**src/rtl/apb2_request_arbiter.sv**
```systemverilog
// Round-robin arbiter that shares one APB2 slave port among NUM_REQ requesters.
// Every transfer is a fixed IDLE -> SETUP -> ACCESS -> DONE sequence (no PREADY).
module apb2_request_arbiter #(
   parameter int ADDR_WIDTH = 8,
   parameter int NUM_REQ    = 2
) (
   input  logic                          clk,
   input  logic                          rst,
   input  logic [NUM_REQ-1:0]            req_valid,
   input  logic [NUM_REQ-1:0]            req_write,
   input  logic [NUM_REQ*ADDR_WIDTH-1:0] req_addr,
   input  logic [NUM_REQ*8-1:0]          req_wdata,
   output logic [NUM_REQ-1:0]            req_done,
   output logic [7:0]                    req_rdata,
   output logic [ADDR_WIDTH-1:0]         PADDR,
   output logic                          PSEL,
   output logic                          PENABLE,
   output logic                          PWRITE,
   output logic [7:0]                    PWDATA,
   input  logic [7:0]                    PRDATA
);

   localparam int IDX_W = (NUM_REQ > 1) ? $clog2(NUM_REQ) : 1;

   typedef enum logic [1:0] {
      IDLE   = 2'd0,
      SETUP  = 2'd1,
      ACCESS = 2'd2,
      DONE   = 2'd3
   } state_t;

   state_t                 state_q, state_d;
   logic [IDX_W-1:0]       winner_q, winner_d;
   logic [IDX_W-1:0]       last_grant_q, last_grant_d;
   logic [ADDR_WIDTH-1:0]  paddr_q, paddr_d;
   logic                   psel_q, psel_d;
   logic                   penable_q, penable_d;
   logic                   pwrite_q, pwrite_d;
   logic [7:0]             pwdata_q, pwdata_d;
   logic [NUM_REQ-1:0]     req_done_q, req_done_d;
   logic [7:0]             req_rdata_q, req_rdata_d;

   logic                   found;
   logic [IDX_W-1:0]       pick;

   // Search starts one past the last grant so the previous winner ranks lowest.
   always_comb begin
      found = 1'b0;
      pick  = '0;
      for (int k = 1; k <= NUM_REQ; k++) begin
         logic [IDX_W-1:0] cand;
         cand = IDX_W'((int'(last_grant_q) + k) % NUM_REQ);
         if (!found && req_valid[cand]) begin
            found = 1'b1;
            pick  = cand;
         end
      end
   end

   always_comb begin
      state_d      = state_q;
      winner_d     = winner_q;
      last_grant_d = last_grant_q;
      paddr_d      = paddr_q;
      psel_d       = psel_q;
      penable_d    = penable_q;
      pwrite_d     = pwrite_q;
      pwdata_d     = pwdata_q;
      req_done_d   = '0;
      req_rdata_d  = req_rdata_q;

      case (state_q)
         IDLE: begin
            if (found) begin
               winner_d = pick;
               paddr_d  = req_addr[int'(pick)*ADDR_WIDTH +: ADDR_WIDTH];
               pwrite_d = req_write[pick];
               pwdata_d = req_write[pick] ? req_wdata[int'(pick)*8 +: 8] : 8'h00;
               psel_d   = 1'b1;
               state_d  = SETUP;
            end
         end
         SETUP: begin
            penable_d = 1'b1;
            state_d   = ACCESS;
         end
         ACCESS: begin
            psel_d               = 1'b0;
            penable_d            = 1'b0;
            req_rdata_d          = pwrite_q ? 8'h00 : PRDATA;
            req_done_d[winner_q] = 1'b1;
            last_grant_d         = winner_q;
            state_d              = DONE;
         end
         DONE: begin
            // Arbitration skipped here so the requester can react to req_done.
            state_d = IDLE;
         end
         default: state_d = IDLE;
      endcase
   end

   always_ff @(posedge clk) begin
      if (rst) begin
         state_q      <= IDLE;
         winner_q     <= '0;
         last_grant_q <= IDX_W'(NUM_REQ - 1);
         paddr_q      <= '0;
         psel_q       <= 1'b0;
         penable_q    <= 1'b0;
         pwrite_q     <= 1'b0;
         pwdata_q     <= '0;
         req_done_q   <= '0;
         req_rdata_q  <= '0;
      end else begin
         state_q      <= state_d;
         winner_q     <= winner_d;
         last_grant_q <= last_grant_d;
         paddr_q      <= paddr_d;
         psel_q       <= psel_d;
         penable_q    <= penable_d;
         pwrite_q     <= pwrite_d;
         pwdata_q     <= pwdata_d;
         req_done_q   <= req_done_d;
         req_rdata_q  <= req_rdata_d;
      end
   end

   assign PADDR     = paddr_q;
   assign PSEL      = psel_q;
   assign PENABLE   = penable_q;
   assign PWRITE    = pwrite_q;
   assign PWDATA    = pwdata_q;
   assign req_done  = req_done_q;
   assign req_rdata = req_rdata_q;

endmodule

```
**config.mk**
```make
export PLATFORM = sky130hd
export DESIGN_NAME = apb2_request_arbiter
export DESIGN_NICKNAME = d
export VERILOG_FILES = /design/src/rtl/apb2_request_arbiter.sv
export SDC_FILE = /design/constraint.sdc
export NUM_CORES = 1
export LEC_CHECK = 0
export BUFFER_PORTS_ARGS = -buffer_cell sky130_fd_sc_hd__buf_2
export CAP_MARGIN = 20
export CELL_PAD_IN_SITES_DETAIL_PLACEMENT = 1
export CELL_PAD_IN_SITES_GLOBAL_PLACEMENT = 1
export CORE_MARGIN = 2
export CORE_UTILIZATION = 34
export DETAILED_ROUTE_END_ITERATION = 6
export PLACE_DENSITY_LB_ADDON = 0.05
export REMOVE_ABC_BUFFERS = 1
export SYNTH_ARGS = -nofsm -noshare
export SYNTH_HDL_FRONTEND = slang
export SYNTH_SLANG_ARGS = --single-unit
```
**constraint.sdc**
```tcl
create_clock -name clk -period 3.9 [get_ports clk]
set_input_delay 0.585 -clock clk [delete_from_list [all_inputs] [get_ports clk]]
set_output_delay 0.585 -clock clk [all_outputs]
set_load 0.01 [all_outputs]
```
==> impl_metrics.py, run 1 <==
metrics = {
    "logic_synthesis": {
        "syn_area_mm2": 0.00137,
        "yosysTopAreaCell": "dfxtp_1",
        "ys_types": 24,
        "yosysTopAreaCellShare_pct": 48.3,
        "ys_warn_count": 0,
        "ys_ff_latch": 33,
        "synthCells": 136,
        "avgSynthCellArea_um2": 10.1,
        "ys_seq_area_share_pct": 48.3,
        "synth_area_leaders": "dfxtp_1 48%, mux2i_1 13%, nor2_1 6.0%, a22oi_1 5.5%, a211oi_1 4.4%",
    },
    "drt": {
        "dr_total_vias": 1272,
        "antenna_left": 0,
        "drt_iter0_drc": 19,
        "routed_wl_um": 3520,
        "wl_per_cell_um": 13.5,
        "firstDrtPassIters": 4,
        "vias_per_cell": 4.87,
        "drc": 0,
    },
    "clocking": {
        "clk_pin_slew_ns": 0.06,
        "htree_levels": 2,
        "cts_buffer_depth": 2,
        "clock_latency_ns": 0.27,
        "cts-resized-gates": 0,
        "cts_setup_buffers": 0,
        "cts-root-buf": "clkbuf_8",
        "clkSinkCount": 33,
        "cts_hold_buf": 0,
        "cts_inserted_buffers": 5,
        "cts_tree": "done",
    },
    "setup_path": {
        "end_kind": "flip-flop",
        "cp.arrival_ns": 1.91,
        "path_delay_family": "simple AND/OR/NAND/NOR gates",
        "critPathMaxStageDelay_ns": 0.51,
        "start_kind": "flip-flop",
        "crit_path_cell_trace": "inv_1, ha_1, inv_1, nor2_1, a22oi_1, nor2_1",
        "slowest_stage": "nor2_1",
        "crit_buf_inv": 2,
        "path_class": "flip-flop to flip-flop",
        "worstPathMaxFanout": 13,
        "cp.required_ns": 4.11,
    },
    "die": {
        "die_h_um": 67.5,
        "rows": 23,
        "io_pins": 75,
        "start_util_pct": 34.7,
        "die_w_um": 67.5,
        "die-area_mm2": 0.00455,
        "core_mm2": 0.00394,
    },
    "layout": {
        "final_core_util_pct": 46.6,
        "ff_latch_area_um2": 661,
        "most-common-layout-cells": "74 x buf_2, 33 x dfxtp_1, 22 x nor2_1",
        "layout_commonest_cell": "buf_2",
        "drive_gt1_share_pct": 39.8,
        "final_nets": 259,
        "multiInputGateArea_um2": 642,
        "area_growth_pct": 34.3,
        "fillCellCount": 486,
        "antenna_cells": 0,
    },
    "timing": {
        "fin_worst_skew_ns": 0.00184,
        "rsz0062_at_grt": "no",
        "max_freq_ghz": 0.585,
        "period_needed_ns": 1.71,
        "period_share_pct": 43.8,
        "setup_viol": 0,
        "final_hold_viol_count": 0,
        "setup_tns_ns": 0,
        "worst_pin_slew_ns": 0.684,
        "slew_viol_final": 0,
        "max-slew-margin-rel_pct": 54.1,
    },
    "pwr": {
        "fin_total_pwr_mw": 1.15,
        "power_density_mw_per_mm2": 626,
        "leakage_nw": 0.872,
        "ir_drop_v": 0.000242,
    },
    "global_route": {
        "groute.usage.overall_pct": 16.8,
        "grt_pass1_vias": 1329,
        "grt_pass1_wl_um": 5700,
        "antenna_found_initial": 0,
        "grt_max_degree": 35,
        "overflow": 0,
    },
    "place": {
        "dp_hpwl_um": 2690,
        "io_buffers": 74,
        "routabilityCongestion": 0.652,
    },
    "outcome": {
        "status": "completed",
    },
    "min_path": {
        "hold_path.class": "flip-flop to flip-flop",
    },
    "job": {
        "cap_violations": 0,
    },
}
[sequential cells by signal (all words and copies together) (netlist names)]
name          count
state_q           2
last_grant_q      1
req_rdata         8
PSEL              1
PWDATA            8
PWRITE            1
winner_q          1
PADDR             8
PENABLE           1
req_done          2
[worst reg2reg max path: stages (launching register included)]
cell	delay (ns)
dfxtp_1	0.30
inv_1	0.11
ha_1	0.25
inv_1	0.22
nor2_1	0.52
a22oi_1	0.14
nor2_1	0.11
[final timing paths]
| path | startpoint | to | cells past startpoint | slack, ns |
|---|---|---|---|---|
| worst max-delay path | state_q[0] | req_rdata[3] | 6 | 2.19 |
| worst min-delay path | winner_q | req_done[0] | 1 | 0.48 |
| worst max register to register | state_q[0] | req_rdata[3] | 6 | 2.19 |
| worst min register to register | winner_q | req_done[0] | 1 | 0.48 |
[layout make-up]
type	instances	share of cell area (%)
multi-input combinational	91	34.9
timing repair buffer	75	20.6
inverter	4	0.817
clock buffer	8	4.36
tap	50	3.40
sequential	33	35.9
[cell usage after synthesis]
master and count:
dfxtp_1 33, nor2_1 22, mux2i_1 18, a22oi_1 10, o21ai_0 9, a211oi_1 8, nand3b_1 8, clkbuf_1 4
inv_1 4, ha_1 3, buf_2 2, nor3_1 2, nor3b_1 2, a211oi_2 1, a21boi_2 1, a21oi_1 1
a32o_2 1, buf_6 1, buf_8 1, nand2b_1 1, nand3b_2 1, o21a_1 1, o21ai_1 1, o22ai_1 1
[where the power goes]
group	leakage (nW)	total, mW	switching, mW	internal [mW]
combinational	0.562	0.441	0.257	0.183
sequential	0.271	0.472	0.0460	0.426
clock	0.0395	0.237	0.111	0.127
total	0.872	1.15	0.414	0.736
[through the flow]
stage / hold WS (ns) / std cells / setup slack (ns) / cell area, um2
final: 0.479 / 261 / 2.19 / 1840
after detailed placement: 0.474 / 253 / 2.05 / 1760
after global placement: 0.469 / 253 / 2.15 / 1760
after global routing: 0.505 / 261 / 1.94 / 1840
after floorplan: 0.430 / 128 / 2.00 / 1320
after CTS: 0.492 / 261 / 2.18 / 1840
[logic make-up (layout without fill, tap and decap cells)]
family	Yosys count	count (layout)	share of synthesized area, %
flops	33	33	48.3
compound gates	34	34	17.5
buf+inv	12	87	4.84
mux	18	18	13.2
simple gates	36	36	13.5
fa+ha+maj	3	3	2.74
[per-layer routing]
| layer | up-vias | routed length [um] | track usage, % |
|---|---|---|---|
| met4 | 0 | 17 | 5.36 |
| met3 | 2 | 224 | 4.83 |
| li1 | 637 | - | - |
| met2 | 39 | 1840 | 31.3 |
| met1 | 594 | 1440 | 18.2 |
| met5 | - | 0 | 0 |
No activity file was read; power rests on OpenSTA's default activity.
==> run 2, diff against run 1 <==
Settings changed: CORE_UTILIZATION 34 to 28.
Clock period 3.9 ns to 1.5 ns, I/O delays scaled along.
==> run 2 against run 1 <==
Effect of this change: flip-flop and latch count unchanged; global-route usage fell by 2.3 points; highest routed layer unchanged; clock skew grew 0.00054 ns; critical path depth unchanged; combinational power grew to 3.0 times the previous value; power rose to 2.8 times the previous value; routed wire length up 3.7%; first-iteration DRC count rose by 63%.
==> impl_metrics.py, run 2 (synthesis results as in run 1) <==
metrics = {
    "setup_path": {
        "worstPathMaxFanout": 6,
        "end_kind": "flip-flop",
        "worst-path-stages": 6,
        "cp.required_ns": 1.66,
        "crit_buf_inv": 2,
        "path_delay_family": "buffers and inverters",
        "r2r_end": "state_q[1]",
        "crit_path_cell_trace": "inv_1, ha_4, nor3b_1, buf_4, mux2i_1, nor2_1",
        "regToRegSetupSlack_ns": 0.15,
        "reg2reg_from": "state_q[0]",
        "cp-endpoint": "state_q[1]",
        "slowest_stage": "dfxtp_1",
        "path_class": "flip-flop to flip-flop",
        "cp.arrival_ns": 1.51,
        "r2r_cells": 6,
        "cp-startpoint": "state_q[0]",
        "start_kind": "flip-flop",
        "critPathMaxStageDelay_ns": 0.30,
    },
    "timing": {
        "final_hold_viol_count": 0,
        "max_freq_ghz": 0.741,
        "period_share_pct": 90.0,
        "holdWs_ns": 0.185,
        "setup_viol": 0,
        "worst_pin_slew_ns": 0.441,
        "setup_tns_ns": 0,
        "max-slew-margin-rel_pct": 70.6,
        "slew_viol_final": 0,
        "fin_worst_skew_ns": 0.00238,
        "period_needed_ns": 1.35,
    },
    "drt": {
        "drc": 0,
        "vias_per_cell": 4.54,
        "wl_per_cell_um": 12.9,
        "dr_total_vias": 1286,
        "firstDrtPassIters": 4,
        "antenna_left": 0,
        "routed_wl_um": 3660,
        "drt_iter0_drc": 31,
    },
    "clocking": {
        "cts_tree": "done",
        "htree_levels": 2,
        "cts_buffer_depth": 2,
        "cts_hold_buf": 0,
        "clkSinkCount": 33,
        "cts_setup_buffers": 0,
        "clock_latency_ns": 0.27,
        "cts-root-buf": "clkbuf_8",
        "cts_inserted_buffers": 5,
        "clk_pin_slew_ns": 0.06,
    },
    "layout": {
        "antenna_cells": 0,
        "final_cells": 283,
        "final_core_util_pct": 41.2,
        "drive_gt1_share_pct": 42.6,
        "layout_commonest_cell": "buf_2",
        "final_nets": 264,
        "area_growth_pct": 42.1,
        "most-common-layout-cells": "74 x buf_2, 33 x dfxtp_1, 21 x nor2_1",
    },
    "place": {
        "placedCellCount": 275,
        "dp_hpwl_um": 2870,
        "io_buffers": 74,
        "routabilityCongestion": 0.760,
    },
    "global_route": {
        "grt_pass1_wl_um": 6050,
        "grt_pass1_vias": 1358,
        "overflow": 0,
        "antenna_found_initial": 0,
        "grt_max_degree": 18,
        "groute.usage.overall_pct": 14.6,
    },
    "die": {
        "core_mm2": 0.00472,
        "die_w_um": 73.9,
        "rows": 25,
        "die-area_mm2": 0.00546,
        "io_pins": 75,
        "die_h_um": 73.9,
        "start_util_pct": 29.0,
    },
    "pwr": {
        "leakage_nw": 0.906,
        "ir_drop_v": 0.000597,
        "power_density_mw_per_mm2": 1630,
    },
    "outcome": {
        "status": "completed",
    },
    "job": {
        "cap_violations": 0,
    },
    "min_path": {
        "min_path_cells": 3,
        "hold_path.class": "input port to flip-flop",
    },
}
==> run 2: worst register-to-register path: cells and delay by family (launching register included) <==
kind / cells / cell delay, ns
adders and majority gates: 1 / 0.20
buffers and inverters: 2 / 0.32
DFF: 1 / 0.30
muxes: 1 / 0.18
and+or+nand+nor: 2 / 0.24
==> run 2: timing repair <==
| item | in CTS | in global routing |
|---|---|---|
| hold endpoints to repair | 0 | 0 |
| endpoints found under the setup margin | 1 | 18 |
| resized for setup | 1 | 4 |
==> run 2: routing by layer <==
layer  global-route usage, %  part of all wire, %  up-vias  wire (um)
met3                    5.21                  6.9        4        254
met1                    16.0                   43      596       1580
met2                    25.9                   49       41       1790
li1                        -                    -      645          -
met4                    4.85                 0.88        0         32
met5                       0                    0        -          0
==> run 2: area by class of cell <==
type,count,area [um2]
sequential,33,661
timing repair buffer,80,440
inverter,4,15.0
multi-input combinational,91,666
tap,67,83.8
clock buffer,8,80.1
fill,570,2780
==> run 2: where the power goes <==
group          internal (mW)  switching (mW)
Combinational          0.615           0.702
Clock                  0.329           0.296
Sequential              1.11           0.126
==> run 2: stage by stage <==
step	power [mW]	setup WS, ns	area (um2)
after global placement	2.46	0.0668	1840
final	3.18	0.150	1950
after global routing	3.46	-0.00312	1950
after CTS	3.17	0.0254	1930
after detailed placement	2.52	0.000152	1840
after floorplan	1.96	-0.145	1320
==> run 2: worst min path at each step <==
stage / from / end / slack (ns)
2_1_floorplan: rst / PADDR[7] / 0.29
3_3_place_gp: PRDATA[7] / req_rdata[7] / 0.46
3_5_place_dp: PRDATA[2] / req_rdata[2] / 0.47
4_1_cts: PRDATA[1] / req_rdata[1] / 0.18
5_1_grt: PRDATA[2] / req_rdata[2] / 0.18
6_report: PRDATA[2] / req_rdata[2] / 0.18
==> run 3, diff against run 2 <==
Settings changed: CORE_ASPECT_RATIO set to 0.5.
==> run 3 against run 2 <==
Effect of this change: power increased by 0.92%; worst setup slack improved by 0.032 ns; clock-buffer cell count is 3 lower; global-route usage down 0.78 points; sequential power barely moved; non-clock buffer count grew 2; largest cell class is now flip-flops and latches.
==> impl_metrics.py, run 3 (synthesis results as in run 1) <==
metrics = {
    "outcome": {
        "status": "completed",
    },
    "setup_path": {
        "r2r_cells": 6,
        "start_kind": "flip-flop",
        "worstPathMaxFanout": 4,
        "regToRegSetupSlack_ns": 0.18,
        "cp.arrival_ns": 1.50,
        "reg2reg_from": "state_q[1]",
        "end_kind": "flip-flop",
        "cp.required_ns": 1.69,
        "r2r_end": "state_q[1]",
        "path_class": "flip-flop to flip-flop",
        "cp-startpoint": "state_q[1]",
    },
    "die": {
        "die_h_um": 53.4,
        "die-area_mm2": 0.00550,
        "io_pins": 75,
        "rows": 17,
        "start_util_pct": 30.1,
        "die_w_um": 103,
        "core_mm2": 0.00455,
    },
    "layout": {
        "final_core_util_pct": 43.0,
        "area_growth_pct": 43.0,
        "most-common-layout-cells": "74 x buf_2, 33 x dfxtp_1, 21 x nor2_1",
        "drive_gt1_share_pct": 45.0,
        "antenna_cells": 0,
        "layout_commonest_cell": "buf_2",
        "final_nets": 266,
    },
    "global_route": {
        "grt_pass1_wl_um": 5510,
        "grt_pass1_vias": 1192,
        "grt_use_met1_pct": 16.4,
        "grt_use_met3_pct": 7.27,
        "grt_max_degree": 21,
        "overflow": 0,
        "groute.usage.overall_pct": 13.8,
        "antenna_found_initial": 0,
        "met2_usage_pct": 20.7,
        "busiest_layer": "met2",
    },
    "drt": {
        "wl_per_cell_um": 12.3,
        "vias_per_cell": 4.52,
        "routed_wl_um": 3500,
        "firstDrtPassIters": 4,
        "dr_total_vias": 1284,
        "antenna_left": 0,
        "drc": 0,
        "drt_iter0_drc": 15,
    },
    "clocking": {
        "cts_hold_buf": 0,
        "cts_inserted_buffers": 5,
        "clock_latency_ns": 0.29,
        "htree_levels": 2,
        "cts_buffer_depth": 2,
        "cts-root-buf": "clkbuf_8",
        "clkSinkCount": 33,
        "cts_setup_buffers": 0,
        "clk_pin_slew_ns": 0.07,
        "cts_tree": "done",
    },
    "min_path": {
        "min_to": "req_rdata[5]",
        "min_path_cells": 3,
        "hold_path.class": "input port to flip-flop",
        "worstHoldStart": "PRDATA[5]",
    },
    "pwr": {
        "fin_total_pwr_mw": 3.20,
        "seqPwrFrac_pct": 38.2,
        "p_sw_mw": 1.15,
        "pwr-share-comb_pct": 41.4,
        "power_density_mw_per_mm2": 1640,
        "intPower_mw": 2.05,
        "p_clk_share_pct": 20.4,
        "swShare_pct": 36.0,
        "leakage_nw": 0.918,
        "ir_drop_v": 0.000471,
    },
    "timing": {
        "setup_tns_ns": 0,
        "holdWs_ns": 0.164,
        "max-slew-margin-rel_pct": 76.7,
        "final_hold_viol_count": 0,
        "max_freq_ghz": 0.759,
        "worst_pin_slew_ns": 0.349,
        "rsz0062_at_grt": "no",
        "setup_viol": 0,
        "slew_viol_final": 0,
        "period_needed_ns": 1.32,
        "period_share_pct": 87.9,
        "setup_ws_ns": 0.182,
        "fin_worst_skew_ns": 0.0104,
    },
    "place": {
        "routabilityCongestion": 0.679,
        "io_buffers": 74,
        "pre_cts_ws_ns": 0.0811,
        "dp_hpwl_um": 2650,
    },
    "job": {
        "cap_violations": 0,
    },
}
[run 3: routing by layer]
metal | vias to the layer above | share of wire (%) | routed length [um]
met1 | 578 | 47 | 1630
met4 | 0 | 1.5 | 53
met3 | 6 | 8.9 | 312
met2 | 48 | 43 | 1510
met5 | - | 0 | 0
li1 | 652 | - | -
[run 3: worst max-delay path by stage]
stage | endpoint | slack (ns) | cells past startpoint
6_report | state_q[1] | 0.18 | 6
5_1_grt | state_q[1] | 0.04 | 6
4_1_cts | req_rdata[1] | 0.05 | 6
3_5_place_dp | req_rdata[1] | 0.08 | 6
3_3_place_gp | req_rdata[5] | 0.13 | 6
2_1_floorplan | PWDATA[0] | -0.14 | 4
[run 3: timing repair]
item,in CTS,in global routing
endpoints found under the setup margin,0,10
endpoints found under the hold margin,0,0
resized for setup,0,5
[run 3: through the flow]
| stage | cell area, um2 | instances |
|---|---|---|
| 3_3_place_gp | 1860 | 276 |
| 3_5_place_dp | 1860 | 276 |
| 5_1_grt | 1960 | 284 |
| 2_1_floorplan | 1320 | 128 |
| 6_report | 1960 | 284 |
| 4_1_cts | 1940 | 284 |
[run 3: worst max-delay path: stages, from the launching register on]
cell and delay (ns):
dfxtp_1 0.33, inv_1 0.09, ha_2 0.21, nor3b_1 0.18, buf_4 0.16, mux2i_1 0.18, nor2_1 0.06
[run 3: layout make-up]
cell class | instances | area, um2
Timing Repair Buffer | 82 | 455
Multi-Input combinational cell | 91 | 657
Sequential cell | 33 | 661
Tap cell | 66 | 82.6
Fill cell | 552 | 2590
Clock buffer | 5 | 68.8
Inverter | 4 | 15.0
Clock inverter | 3 | 17.5
[run 3: power groups by stage]
stage / combinational (mW) / sequential, mW / clock [mW]
6_report: 1.33 / 1.22 / 0.653
3_5_place_dp: 1.31 / 1.24 / 0
4_1_cts: 1.32 / 1.22 / 0.686
5_1_grt: 1.50 / 1.25 / 0.730
2_1_floorplan: 0.637 / 1.32 / 0
3_3_place_gp: 1.28 / 1.24 / 0
